[config.mk]
export PLATFORM = sky130hd
export DESIGN_NAME = micro_mult_seq
export DESIGN_NICKNAME = d
export VERILOG_FILES = /design/src/rtl/micro_mult_seq.sv
export SDC_FILE = /design/constraint.sdc
export NUM_CORES = 1
export LEC_CHECK = 0
export ABC_AREA = 1
export CORE_ASPECT_RATIO = 1.4
export CORE_MARGIN = 2
export CORE_UTILIZATION = 57
export DETAILED_ROUTE_END_ITERATION = 16
export DONT_BUFFER_PORTS = 1
export PLACE_DENSITY = 0.77
export SLEW_MARGIN = 10
export SYNTH_ARGS = -nofsm -noshare
export SYNTH_HDL_FRONTEND = slang
export SYNTH_SLANG_ARGS = --single-unit
[constraint.sdc]
create_clock -name clk -period 2.4 [get_ports clk]
set_input_delay 0.6 -clock clk [delete_from_list [all_inputs] [get_ports clk]]
set_output_delay 0.6 -clock clk [all_outputs]
set_load 0.03 [all_outputs]
[src/rtl/micro_mult_seq.sv]
// Sequential shift-add multiplier with optional accumulate; one result per WIDTH+1 cycles.
// Define MICRO_MULT_SIGNED_EN for two's-complement operands (sign-magnitude internally).
module micro_mult_seq #(
    parameter int unsigned WIDTH = 4
) (
    input  logic                 clk,
    input  logic                 rst,
    input  logic                 start,
    input  logic                 accumulate,
    input  logic [WIDTH-1:0]     a,
    input  logic [WIDTH-1:0]     b,
    output logic                 busy,
    output logic                 done,
    output logic [2*WIDTH-1:0]   result
);

    localparam int unsigned PW = 2 * WIDTH;
    localparam int unsigned CW = (WIDTH > 1) ? $clog2(WIDTH) : 1;

    typedef enum logic [1:0] {
        S_IDLE,
        S_RUN,
        S_DONE
    } state_e;

    state_e          state_q, state_d;
    logic [PW-1:0]   mcand_q, mcand_d;
    logic [WIDTH-1:0] mplier_q, mplier_d;
    logic [PW-1:0]   partial_q, partial_d;
    logic [CW-1:0]   cnt_q, cnt_d;
    logic            acc_q, acc_d;
    logic [PW-1:0]   result_q, result_d;
    logic            busy_q, busy_d;
    logic            done_q, done_d;

    logic [WIDTH-1:0] a_mag_c, b_mag_c;
    logic [PW-1:0]    sum_c, prod_c;

`ifdef MICRO_MULT_SIGNED_EN
    logic sign_q, sign_d;

    // Magnitudes fit unsigned in WIDTH bits, including the most-negative value.
    always_comb begin
        a_mag_c = a[WIDTH-1] ? (~a + WIDTH'(1)) : a;
        b_mag_c = b[WIDTH-1] ? (~b + WIDTH'(1)) : b;
    end

    assign sum_c  = partial_q + (mplier_q[0] ? mcand_q : '0);
    assign prod_c = sign_q ? (~sum_c + PW'(1)) : sum_c;
`else
    always_comb begin
        a_mag_c = a;
        b_mag_c = b;
    end

    assign sum_c  = partial_q + (mplier_q[0] ? mcand_q : '0);
    assign prod_c = sum_c;
`endif

    // Next-state and datapath.
    always_comb begin
        state_d   = state_q;
        mcand_d   = mcand_q;
        mplier_d  = mplier_q;
        partial_d = partial_q;
        cnt_d     = cnt_q;
        acc_d     = acc_q;
        result_d  = result_q;
        busy_d    = 1'b0;
        done_d    = 1'b0;
`ifdef MICRO_MULT_SIGNED_EN
        sign_d    = sign_q;
`endif
        case (state_q)
            S_IDLE, S_DONE: begin
                if (start) begin
                    mcand_d   = PW'(a_mag_c);
                    mplier_d  = b_mag_c;
                    acc_d     = accumulate;
                    partial_d = '0;
                    cnt_d     = '0;
                    busy_d    = 1'b1;
                    state_d   = S_RUN;
`ifdef MICRO_MULT_SIGNED_EN
                    sign_d    = a[WIDTH-1] ^ b[WIDTH-1];
`endif
                end else begin
                    state_d = S_IDLE;
                end
            end
            S_RUN: begin
                partial_d = sum_c;
                mcand_d   = mcand_q << 1;
                mplier_d  = mplier_q >> 1;
                cnt_d     = cnt_q + CW'(1);
                if (cnt_q == CW'(WIDTH - 1)) begin
                    // Final iteration's add is folded into the commit value.
                    result_d = acc_q ? (result_q + prod_c) : prod_c;
                    done_d   = 1'b1;
                    state_d  = S_DONE;
                end else begin
                    busy_d = 1'b1;
                end
            end
            default: state_d = S_IDLE;
        endcase
    end

    always_ff @(posedge clk or posedge rst) begin
        if (rst) begin
            state_q   <= S_IDLE;
            mcand_q   <= '0;
            mplier_q  <= '0;
            partial_q <= '0;
            cnt_q     <= '0;
            acc_q     <= 1'b0;
            result_q  <= '0;
            busy_q    <= 1'b0;
            done_q    <= 1'b0;
`ifdef MICRO_MULT_SIGNED_EN
            sign_q    <= 1'b0;
`endif
        end else begin
            state_q   <= state_d;
            mcand_q   <= mcand_d;
            mplier_q  <= mplier_d;
            partial_q <= partial_d;
            cnt_q     <= cnt_d;
            acc_q     <= acc_d;
            result_q  <= result_d;
            busy_q    <= busy_d;
            done_q    <= done_d;
`ifdef MICRO_MULT_SIGNED_EN
            sign_q    <= sign_d;
`endif
        end
    end

    assign busy   = busy_q;
    assign done   = done_q;
    assign result = result_q;

endmodule

== Word level (Yosys, flattened, before mapping) ==
Index checks and enable logic that the tools add are counted.

* $add $sub $neg: 3
* Eq/ne operators: 5
* Mux-type cells: 18
* Reduce and logical (&&, ||, !) cells: 6

{| class="wikitable"
|+ Operators with widths
! operator !! number
|-
| 8-bit 2-to-1 mux || 4
|-
| 8-bit case mux with 2 select lines || 2
|-
| 8-bit adder || 2
|-
| 2-bit case mux with 2 select lines || 2
|-
| 4-bit case mux with 2 select lines || 1
|-
| 2-bit AND reduction || 3
|-
| 1-bit 2-to-1 mux || 5
|-
| 2-bit equality test (second input constant) || 2
|-
| 2-bit 2-to-1 mux || 2
|-
| 4-bit 2-to-1 mux || 1
|-
| 2-bit inequality test (second input constant) || 2
|-
| 2-bit by 1-bit adder with 2-bit output (second input constant) || 1
|-
| 2-bit by 1-bit equality test with 1-bit output (second input constant) || 1
|-
| 2-bit logical NOT || 1
|-
| 1-bit case mux with 2 select lines || 1
|-
| 2-bit nonzero test || 1
|-
| 2-bit OR reduction || 1
|}

* Flip-flop bits (word level): 35
* Logic and storage cells: 41

== Logic depth before layout (Yosys ltp) ==
* Word-level depth: 4
* Mapped depth: 20

== Worst setup path before layout ==
No wires, ideal clock.

* Kind: reg2reg
* From: register mplier_q[0]
* To: register result_q[7], in the netlist result[7]
* Setup time: 0.117 ns
* Arrival time: 2.487 ns
* Data required time: 2.283 ns
* Setup slack: -0.204 ns
* Cell stages (with the launch flop): 19
* Buffers on the path: 1
* Cell sequence: dfrtp_1 -> buf_2 -> nand2_1 -> inv_1 -> ha_1 -> fa_1 -> nand3_1 -> nand3b_1 -> nand2_1 -> inv_2 -> ha_1 -> nand2_1 -> nand2_1 -> a21oi_1 -> nand3_1 -> nand3_1 -> nand2_1 -> nand3_1 -> nand2_1

* Word-level cells in the longest chain between the ends: 4

{| class="wikitable"
|+ RTL lines
! element !! line !! text
|-
| start: declaration || 28 || <nowiki>logic [WIDTH-1:0] mplier_q, mplier_d;</nowiki>
|-
| start signal: assignment || 126 || <nowiki>mplier_q <= mplier_d;</nowiki>
|-
| 8-bit 2-to-1 mux * || 56 || <nowiki>assign sum_c = partial_q + (mplier_q[0] ? mcand_q : '0);</nowiki>
|-
| 8-bit adder * || 56 ||
|-
| 8-bit adder || 98 || <nowiki>result_d = acc_q ? (result_q + prod_c) : prod_c;</nowiki>
|-
| 8-bit 2-to-1 mux * || 98 ||
|-
| end signal: assignment || 130 || <nowiki>result_q <= result_d;</nowiki>
|-
| end: declaration || 32 || <nowiki>logic [PW-1:0] result_q, result_d;</nowiki>
|}

Every way passes the cells marked *; elsewhere a longest branch is shown, timed or not.
A chain may end at the register's enable or synchronous reset.

== Final worst setup path ==
Same ends and word-level chain as after synthesis.

==> results.json <==
{
  "outcome": "finished with violations",
  "violations": "negative setup slack",
  "hp-class": "in2async",
  "setup_slack_ps": -230,
  "cp_max_fo": 7,
  "num_rows": 26,
  "post_drt_wl_per_cell_um": 16.3,
  "max_cap_violations": 0,
  "r2r_end": "result[7]$_DFFE_PP0P_",
  "route.detailed.drc": 0,
  "final-setup-viol-count": 5,
  "n_antenna_cell": 0,
  "syn_area_um2": 2190,
  "dp_worst_setup_slack_ps": -207,
  "io_pins": 22,
  "finalMaxSlewViolations": 0,
  "grt_overflow_total": 0,
  "path_buf_inv": 3,
  "tightest_slew_ps": 470,
  "wirelength_um": 5830,
  "final_core_util_pct": 76.6,
  "max_stage_delay_ps": 460,
  "die_h_um": 77.3,
  "finalCritPeriodShare_pct": 110,
  "cts_hold_buffers": 0,
  "tritoncts": "built",
  "grt_util_all_layers_pct": 26.3,
  "clk_path_buf_depth": 2,
  "core-area_um2": 3680,
  "path_cells": "buf_6 > nand2_2 > inv_2 > ha_4 > buf_4 > a21oi_1 > nand3_1 > nand2_2 > nand2_4 > ha_4 > nand2_2 > nor2_2 > nand3_2 > nand3_2 > nand2_1 > nor2_1 > nand2_1 > nand3_1 > nand2_1",
  "max_slew_margin_pct": 68.6,
  "crit_arrival_ps": 2830,
  "cp.required_ps": 2600,
  "place_hpwl_um": 3540,
  "die_area_um2": 4360,
  "h-tree-depth": 2,
  "layout_commonest_cell": "nand2_1",
  "grt_pass1_wl_um": 8880,
  "grt_pass1_vias": 2024,
  "drtIter0Drc": 72,
  "detail-route-antenna-nets": 0,
  "syn_to_final_growth_pct": 28.6,
  "fin_nets": 344,
  "fmax_ghz": 0.380,
  "dr_total_vias": 2003,
  "worst_r2r_path_depth": 19,
  "syn_inst": 277,
  "layout_common_cells": "nand2_1 (65), inv_1 (36), buf_4 (36), dfrtp_1 (34), nand3_1 (15)",
  "reg2reg_from": "mplier_q[0]$_DFFE_PP0P_",
  "crit_family": "simple AND/OR/NAND/NOR gates",
  "start_util_pct": 59.6,
  "drive_gt1_share_pct": 31.4,
  "port_buffers": 0,
  "crit_type": "reg2reg",
  "cts_buffers": 5,
  "root_buffer": "clkbuf_8",
  "synth_warnings": 0,
  "cp-start-kind": "flop",
  "clock-sinks": 35,
  "grt_setup_unrepaired": "yes",
  "synth_seq_cells": 35,
  "fin_worst_skew_ps": 16.3,
  "ys_types": 32,
  "clock_latency_ps": 310,
  "critical_path.endpoint_type": "flop",
  "synth_fp_nets": 307,
  "hold_viol": 0,
  "crit_start": "mplier_q[0]$_DFFE_PP0P_",
  "layout_min_cycle_time_ps": 2630,
  "routabilityCongestion": 0.896,
  "vias_per_cell": 5.61,
  "rrSetupSlack_ps": -230,
  "ys_seq_area_share_pct": 40.0,
  "clk_pin_slew_ps": 90,
  "cp_slowest_cell": "dfrtp_2",
  "first_pass_iters": 5,
  "die_x_um": 56.4,
  "antenna_found_initial": 0,
  "grt_max_degree": 36,
  "syn_area_per_cell_um2": 7.90
}
## synthesized netlist by cell type
library cell   n  area (um2)
nand3b_1       1        7.51
buf_4          1        7.51
or2_1          2        12.5
nand3_2        1        10.0
o21ai_0        7        35.0
xor2_1         4        35.0
clkinv_2       1        5.00
nor2_8         1        20.0
o211ai_2       1        12.5
buf_6          1        11.3
a22o_1         2        17.5
buf_2          5        25.0
a221oi_1       5        43.8
o21ai_1       11        55.1
a21oi_1       11        55.1
or2_4          1        8.76
a211oi_1       1        7.51
nor3_1         6        30.0
inv_2          7        26.3
nand4_1        5        31.3
and2_4         1        8.76
dfrtp_1       35         876
o22ai_1        3        18.8
nor2_1         8        30.0
or2_0          1        6.26
fa_1           2        40.0
nand3_1       22         110
ha_1          16         200
nand2_4        1        11.3
nor3b_1        1        7.51
nand2_1       74         278
inv_1         39         146
## area by class of cell
| class | count | area, um2 |
|---|---|---|
| fillers | 239 | 860 |
| clock inverters | 3 | 23.8 |
| repair buffers | 37 | 282 |
| multi-input cells | 188 | 1340 |
| clock buffers | 5 | 68.8 |
| inverters | 47 | 178 |
| flip-flops and latches | 35 | 877 |
| well taps | 42 | 52.6 |
## cells by family after synthesis
family,count (synthesis),share of synthesized area [%]
and+or+nand+nor,125,26.1
buffers and inverters,54,10.1
AOI/OAI and AO/OA,41,11.2
DFF,35,40.0
adders and majority gates,18,11.0
xor gates and xnor gates,4,1.60
## worst max-delay path by stage
stage | endpoint | slack, ps | cells after the start
2_1_floorplan | result[7]$_DFFE_PP0P_ | -50 | 19
5_1_grt | result[7]$_DFFE_PP0P_ | -430 | 20
3_5_place_dp | result[7]$_DFFE_PP0P_ | -210 | 18
4_1_cts | result[7]$_DFFE_PP0P_ | -130 | 18
6_report | result[7]$_DFFE_PP0P_ | -230 | 19
3_3_place_gp | result[7]$_DFFE_PP0P_ | -130 | 18
## registers in the layout, summed over array words and instances (netlist names)
name       count
busy           1
state_q        2
result         8
mcand_q        8
mplier_q       4
partial_q      8
cnt_q          2
done           1
acc_q          1
## metrics by stage
| stage | hold slack, ps | cell area [um2] | TNS, ps | instances |
|---|---|---|---|---|
| 2_1_floorplan | 450 | 2270 | -58.4 | 277 |
| 5_1_grt | 334 | 2820 | -1320 | 357 |
| 4_1_cts | 289 | 2680 | -307 | 352 |
| 6_report | 266 | 2820 | -680 | 357 |
| 3_3_place_gp | 466 | 2430 | -230 | 333 |
| 3_5_place_dp | 475 | 2430 | -411 | 333 |
## timing repair
item | in CTS | in global routing
pin swaps | 11 | 18
buffers inserted | 11 | 5
endpoints found under the hold margin | 0 | 0
resized for setup | 15 | 21
setup endpoints to repair | 5 | 5
## metal layers
metal	vias up	GRT usage [%]	share of wire (%)
met2	61	46.0	53
met3	21	4.83	3.8
met4	0	15.0	5.0
met1	945	29.5	38
li1	976	-	-
met5	-	0	0
Power is left out: the tool's default activity adds up to more than one toggle a clock period on the data nets, which glitch-free logic cannot reach.
